[src/rtl/if_fetch_stage.sv]
`default_nettype none
// ============================================================================
// Module      : if_fetch_stage
// Description : RISC-V instruction-fetch stage. Owns PCF, drives a
//               single-outstanding request/response instruction memory port
//               and loads the IF/ID pipeline register.
// Revision    : 1.0 - initial release
// ============================================================================
module if_fetch_stage #(
  parameter logic [31:0] RESET_PC  = 32'h0000_0000,
  parameter logic [31:0] NOP_INSTR = 32'h0000_0013
) (
  input  logic        clk,
  input  logic        rst,
  input  logic        StallF,
  input  logic        StallD,
  input  logic        FlushD,
  input  logic        PCSrcE,
  input  logic [31:0] PCTargetE,
  output logic        imem_req,
  output logic [31:0] imem_addr,
  input  logic        imem_ready,
  input  logic        imem_rvalid,
  input  logic [31:0] imem_rdata,
  output logic [31:0] InstrD,
  output logic [31:0] PCD,
  output logic [31:0] PCPlus4D,
  output logic        ValidD
);

  typedef enum logic [1:0] {
    S_REQ  = 2'd0,
    S_WAIT = 2'd1,
    S_HOLD = 2'd2
  } state_t;

  state_t      state_q, state_d;
  logic [31:0] pcf_q, pcf_d;
  logic        discard_q, discard_d;
  logic [31:0] hold_q, hold_d;
  logic [31:0] instr_q, instr_d;
  logic [31:0] pcd_q, pcd_d;
  logic [31:0] pcplus4d_q, pcplus4d_d;
  logic        validd_q, validd_d;

  logic [31:0] pc_plus4;
  logic        req_c;
  logic        load_en;
  logic [31:0] load_instr;

  // Wraps modulo 2^32 naturally through the 32-bit result width.
  assign pc_plus4 = pcf_q + 32'd4;

  // Fetch FSM: request issue, response steering, PC update and redirect.
  always_comb begin
    state_d    = state_q;
    pcf_d      = pcf_q;
    discard_d  = discard_q;
    hold_d     = hold_q;
    req_c      = 1'b0;
    imem_addr  = pcf_q;
    load_en    = 1'b0;
    load_instr = hold_q;

    case (state_q)
      S_REQ: begin
        req_c = ~StallF & ~PCSrcE;
        if (req_c && imem_ready) state_d = S_WAIT;
      end
      S_WAIT: begin
        if (imem_rvalid) begin
          if (discard_q || PCSrcE) begin
            // Stale or redirected-away response: drop it.
            discard_d = 1'b0;
            state_d   = S_REQ;
          end else if (StallD) begin
            hold_d  = imem_rdata;
            state_d = S_HOLD;
          end else begin
            // Load and immediately chain the next sequential request.
            load_en    = 1'b1;
            load_instr = imem_rdata;
            pcf_d      = pc_plus4;
            req_c      = ~StallF;
            imem_addr  = pc_plus4;
            state_d    = (req_c && imem_ready) ? S_WAIT : S_REQ;
          end
        end else if (PCSrcE) begin
          // Response still in flight; remember to throw it away.
          discard_d = 1'b1;
        end
      end
      S_HOLD: begin
        if (PCSrcE) begin
          state_d = S_REQ;
        end else if (!StallD) begin
          load_en    = 1'b1;
          load_instr = hold_q;
          pcf_d      = pc_plus4;
          state_d    = S_REQ;
        end
      end
      default: state_d = S_REQ;
    endcase

    // Redirect overrides any sequential PC update, even under StallF.
    if (PCSrcE) pcf_d = PCTargetE;
  end

  assign imem_req = req_c & ~rst;

  // IF/ID next value: flush > stall > load > bubble.
  always_comb begin
    instr_d    = instr_q;
    pcd_d      = pcd_q;
    pcplus4d_d = pcplus4d_q;
    validd_d   = validd_q;
    if (FlushD || PCSrcE) begin
      instr_d  = NOP_INSTR;
      validd_d = 1'b0;
    end else if (StallD) begin
      validd_d = validd_q;
    end else if (load_en) begin
      instr_d    = load_instr;
      pcd_d      = pcf_q;
      pcplus4d_d = pc_plus4;
      validd_d   = 1'b1;
    end else begin
      instr_d  = NOP_INSTR;
      validd_d = 1'b0;
    end
  end

  // State registers with synchronous reset.
  always_ff @(posedge clk) begin
    if (rst) begin
      state_q    <= S_REQ;
      pcf_q      <= RESET_PC;
      discard_q  <= 1'b0;
      hold_q     <= NOP_INSTR;
      instr_q    <= NOP_INSTR;
      pcd_q      <= 32'd0;
      pcplus4d_q <= 32'd0;
      validd_q   <= 1'b0;
    end else begin
      state_q    <= state_d;
      pcf_q      <= pcf_d;
      discard_q  <= discard_d;
      hold_q     <= hold_d;
      instr_q    <= instr_d;
      pcd_q      <= pcd_d;
      pcplus4d_q <= pcplus4d_d;
      validd_q   <= validd_d;
    end
  end

  assign InstrD   = instr_q;
  assign PCD      = pcd_q;
  assign PCPlus4D = pcplus4d_q;
  assign ValidD   = validd_q;

endmodule
`default_nettype wire

[config.mk]
export PLATFORM = sky130hd
export DESIGN_NAME = if_fetch_stage
export DESIGN_NICKNAME = d
export VERILOG_FILES = /design/src/rtl/if_fetch_stage.sv
export SDC_FILE = /design/constraint.sdc
export NUM_CORES = 1
export LEC_CHECK = 0
export BUFFER_PORTS_ARGS = -buffer_cell sky130_fd_sc_hd__buf_2
export CORE_AREA = 2 2 132 134
export DETAILED_ROUTE_END_ITERATION = 8
export DIE_AREA = 0 0 134 136
export PLACE_DENSITY = 0.87
export RECOVER_POWER = 100
export SYNTH_ARGS = -nofsm -noshare
export SYNTH_HDL_FRONTEND = slang
export SYNTH_SLANG_ARGS = --single-unit
[constraint.sdc]
create_clock -name clk -period 2 [get_ports clk]
set_input_delay 0.3 -clock clk [delete_from_list [all_inputs] [get_ports clk]]
set_output_delay 0.3 -clock clk [all_outputs]
set_load 0.005 [all_outputs]
After elaboration in Yosys (flattened, before gate mapping):

Cells that the tools add are included.

* flip-flop bits (word level): 164
* input bits: 72
* output and inout bits: 130

* add/sub/neg operators: 1
* equal/unequal tests: 6
* multiplexer cells: 31
* bitwise gates (word level): 8
* reductions and logical operators: 12

Operators with widths (count)
* two-way mux 32 bit: 9
* one-hot mux 32 bit (2 select lines): 1
* adder 32 x 3 -> 32 bit (second input constant): 1
* two-way mux 1 bit: 12
* two-way mux 2 bit: 6
* AND reduction 3 bit: 3
* inverter 1 bit: 6
* one-hot mux 2 bit (3 select lines): 1
* != test 2 bit (second input constant): 2
* one-hot mux 1 bit (2 select lines): 2
* AND reduction 4 bit: 1
* != test 3 bit (second input constant): 1
* nonzero test 3 bit: 1
* bitwise AND 1 bit: 2
* equality test 2 x 1 -> 1 bit (second input constant): 1
* equality test 2 bit (second input constant): 1
* logical AND 1 bit: 2
* logical NOT 2 bit: 1
* logical OR 1 bit: 2
* != test 2 x 1 -> 1 bit (second input constant): 1
* nonzero test 2 bit: 1
* OR reduction 2 bit: 1

Depth between registers and ports, before layout:

* word-level depth: 7
* depth in mapped cells: 11
* gate-level depth less buffers: 7

Worst setup path before layout:

No wires, ideal clock.

* path kind: flip-flop to output port
* from: reg state_q[1]
* to: out imem_addr[16]
* arrival: 1.888 ns
* required time: 1.700 ns
* slack: -0.188 ns
* cell stages (with the launch flop): 11
* path through: dfxtp_1 -> inv_1 -> ha_1 -> buf_2 -> and4bb_2 -> buf_4 -> buf_4 -> buf_4 -> nand2_2 -> nor3_1 -> xor2_1

* cells in the longest elaborated chain, start to end: 2

Ends and longest elaborated chain
* from (decl): line 37 `state_t state_q, state_d;`
* from (signal assigned): line 146 `state_q <= state_d;`
* equality test 2 x 1 -> 1 bit: line 65 `case (state_q)`
* two-way mux 32 bit: line 65
* to (decl): line 21 `output logic [31:0] imem_addr,`

Every way passes these cells.

Final worst setup path:

* from: reg pcf_q[12]
* to: out imem_addr[22]

* cells in the longest elaborated chain, start to end: 5

Ends and longest elaborated chain
* from (decl): line 38 `logic [31:0] pcf_q, pcf_d;`
* from (signal assigned): line 147 `pcf_q <= pcf_d;`
* adder 32 x 3 -> 32 bit: line 52 `assign pc_plus4 = pcf_q + 32'd4;`
* two-way mux 32 bit (2 in series)
* two-way mux 32 bit: line 71 `if (imem_rvalid) begin`
* two-way mux 32 bit: line 65

Every way passes these cells.

==> results.sh <==
export IMPL_outcome="complete, but fails checks"
export IMPL_violations="setup timing"
export IMPL_worstMarginPinSlew_ns=1.04
export IMPL_fin_skew_ns=0.0249
export IMPL_slew_violations=0
export IMPL_cts_tree="yes"
export IMPL_grt_max_degree=69
export IMPL_cts_hold_fix_buffers=0
export IMPL_cts_root_buf="clkbuf_16"
export IMPL_maxCapViolations=0
export IMPL_synth_flop_cell="dfxtp_1"
export IMPL_ys_async_sr_fraction_pct=0
export IMPL_gr_usage_met3_pct=8.17
export IMPL_cts_buffer_depth=2
export IMPL_synth_top_area_share_pct=41.2
export IMPL_clk_latency_ns=0.45
export IMPL_place_area_um2=9420
export IMPL_start_kind="flop"
export IMPL_routed_wl_mm=33.2
export IMPL_yosysWarnings=0
export IMPL_grt_pass1_wl_mm=40.0
export IMPL_fp_dieW_um=134
export IMPL_numCtsBuffers=17
export IMPL_antenna_left=0
export IMPL_rsz0062_at_grt="yes"
export IMPL_synth_edf_count=0
export IMPL_drc_errors=0
export IMPL_grt_busiest_layer="met2"
export IMPL_stdcell_area_um2=11800
export IMPL_cp_required_ns=1.70
export IMPL_period_minus_slack_ns=2.61
export IMPL_fin_crit_sh_pct=130
export IMPL_worstSetupPathType="reg2out"
export IMPL_p_per_area_nw_per_um2=677
export IMPL_synth_cells=986
export IMPL_fmax_ghz=0.384
export IMPL_place_hpwl_mm=16.1
export IMPL_syn_avg_cell_area_um2=7.98
export IMPL_vias_per_cell=6.11
export IMPL_hold_violations=0
export IMPL_post_place_ws_ns=-0.0302
export IMPL_core_area_um2=16900
export IMPL_nNetsFinal=1329
export IMPL_ys_top_cells_by_area="dfxtp_1 (41%), nand2_1 (8.5%), nor2_1 (6.6%), a21oi_1 (6.5%), xnor2_1 (4.8%)"
export IMPL_crit_path_frequent_cell="nand4_1"
export IMPL_overflow=0
export IMPL_cts_htree_levels=4
export IMPL_ir_drop_mv=0.628
export IMPL_die_h_um=136
export IMPL_initial_core_util_pct=46.6
export IMPL_antenna_found_initial=4
export IMPL_place_congestion=0.887
export IMPL_routedWlPerCell_um=22.2
export IMPL_cp_slowest_stage_delay_ns=0.39
export IMPL_setup_slack_ns=-0.606
export IMPL_hp_class="in2reg"
export IMPL_vias=9126
export IMPL_p_leak_nw=4.72
export IMPL_syn_to_final_growth_pct=50.4
export IMPL_cpMaxStageDelayCell="dfxtp_2"
export IMPL_drtIter0Drc=988
export IMPL_row_count=48
export IMPL_ios=202
export IMPL_critPathMaxFanout=4
export IMPL_synth_nets=1062
export IMPL_synth_seq_area_share_pct=41.2
export IMPL_use_met1_pct=32.1
export IMPL_dp_cells=1393
export IMPL_cts_clk_slew_worst_paths_ns=0.07
export IMPL_drive_gt1_share_pct=40.6
export IMPL_end_kind="output port"
export IMPL_use_met2_pct=47.4
export IMPL_setup_viol=157
export IMPL_synth_area_leader_cell="dfxtp_1"
export IMPL_path_cells="nand4_1 -> buf_4 -> nor4_4 -> buf_6 -> nand4_1 -> xnor2_1 -> buf_2"
export IMPL_layout_cells_non_filler=1493
export IMPL_dieArea_um2=18200
export IMPL_cp_arrival_ns=2.31
export IMPL_ys_ff_latch=162
export IMPL_slew_headroom_pct=30.5
export IMPL_ys_types=57
export IMPL_grtUsageTotal_pct=27.8
export IMPL_cts_sinks=162
export IMPL_drt_pre_antenna_iters=8
export IMPL_synth_area_um2=7870
export IMPL_hold_ws_ns=0.0902
export IMPL_port_buffers=201
export IMPL_grt_pass1_vias=7952
-- critical path: cells and delay by family (launching register included) --
family | cells | cell delay [ns]
xor gates and xnor gates | 1 | 0.28
DFF | 1 | 0.39
buffers and inverters | 3 | 0.54
and+or+nand+nor | 3 | 0.64
-- cell families after synthesis --
kind of cell | count (synthesis) | synth area share, %
simple gates | 416 | 24.1
compound gates | 190 | 15.0
flops | 162 | 41.2
buf+inv | 108 | 6.66
xor+xnor | 72 | 8.01
mux | 34 | 4.37
fa+ha+maj | 4 | 0.636
-- worst paths after layout --
| path | startpoint | cells after the start | endpoint | slack, ns |
|---|---|---|---|---|
| hold / removal | imem_rdata[0] | 3 | hold_q[0] | 0.09 |
| setup / recovery | pcf_q[12] | 7 | imem_addr[22] | -0.61 |
| setup reg to reg | state_q[1] | 11 | pcf_q[7] | -0.27 |
| hold reg to reg | hold_q[11] | 2 | hold_q[11] | 0.46 |
-- final cells by class --
type	count	area (um^2)
antenna	2	5.00
inverter	10	37.5
timing repair buffer	345	2550
fill	1165	5040
clock inverter	12	180
sequential	162	3270
multi-input combinational	717	5070
tap	225	282
clock buffer	20	437
-- repair_timing --
| action | in CTS | in global routing |
|---|---|---|
| cloned | 8 | 8 |
| buffers inserted | 26 | 26 |
| gates resized for setup | 95 | 185 |
| pin swaps | 56 | 72 |
| setup endpoints to repair | 37 | 184 |
-- flip-flops by register name, indices dropped and copies added (netlist names) --
register / cells
pcf_q: 32
InstrD: 32
PCPlus4D: 30
ValidD: 1
discard_q: 1
PCD: 32
hold_q: 32
state_q: 2
-- through the flow --
step / utilization (%) / power (mW) / setup TNS (ns)
after global routing: 70.1 / 8.20 / -32.08
after floorplan: - / 3.90 / 0
after CTS: 64.1 / 7.76 / -13.02
final: 70.1 / 8.02 / -21.33
after global placement: 55.8 / 4.22 / 0
after detailed placement: 55.8 / 4.24 / -0.0781
-- Yosys cell counts, types with 4 or more instances --
library cell,n
nand2_1,178
dfxtp_1,162
nor2_1,138
a21oi_1,102
a211oi_1,44
xnor2_1,43
clkbuf_1,41
buf_2,34
mux2i_1,31
xor2_1,29
nand3_1,20
buf_4,16
nand4_1,16
inv_1,10
nor3_1,10
o21ai_0,10
a311oi_1,9
or3_1,6
and2_1,5
and3_1,5
nand3b_1,5
nor4_1,5
and4_1,4
buf_1,4
ha_1,4
nor3_2,4
o211ai_1,4
-- placed cells by master (no fill, tap or decap), types with 5 or more instances in the layout --
cell and instances:
dfxtp_1 149, buf_2 146, nand2_1 142, nor2_1 117, buf_4 92, a21oi_1 70
clkbuf_1 57, xnor2_1 37, a21oi_2 31, nand2_4 29, xor2_1 28, mux2i_1 27
a211oi_2 24, clkbuf_16 24, a211oi_1 22, buf_6 21, nand4_1 16, nand3_1 14
nor2_4 12, buf_12 11, inv_1 9, nor2_2 9, buf_16 8, nand2_2 7
nor3_1 7, o21ai_0 7, dfxtp_2 7, nor3_2 6, xnor2_2 6, or3_1 6
dfxtp_4 6, a311oi_2 5, nand3b_1 5
-- report_power, final --
group	switching (mW)	internal, mW
combinational	0.637	0.452
clock	1.46	2.10
sequential	0.0705	3.30
-- layer usage --
layer / part of all wire [%] / up-vias / wire length [um]
li1: - / 3874 / -
met1: 34 / 4224 / 11300
met2: 46 / 765 / 15400
met3: 12 / 259 / 3940
met4: 7.8 / 4 / 2580
met5: 0.054 / - / 18
Note: power is estimated with default switching activity, not from simulation.
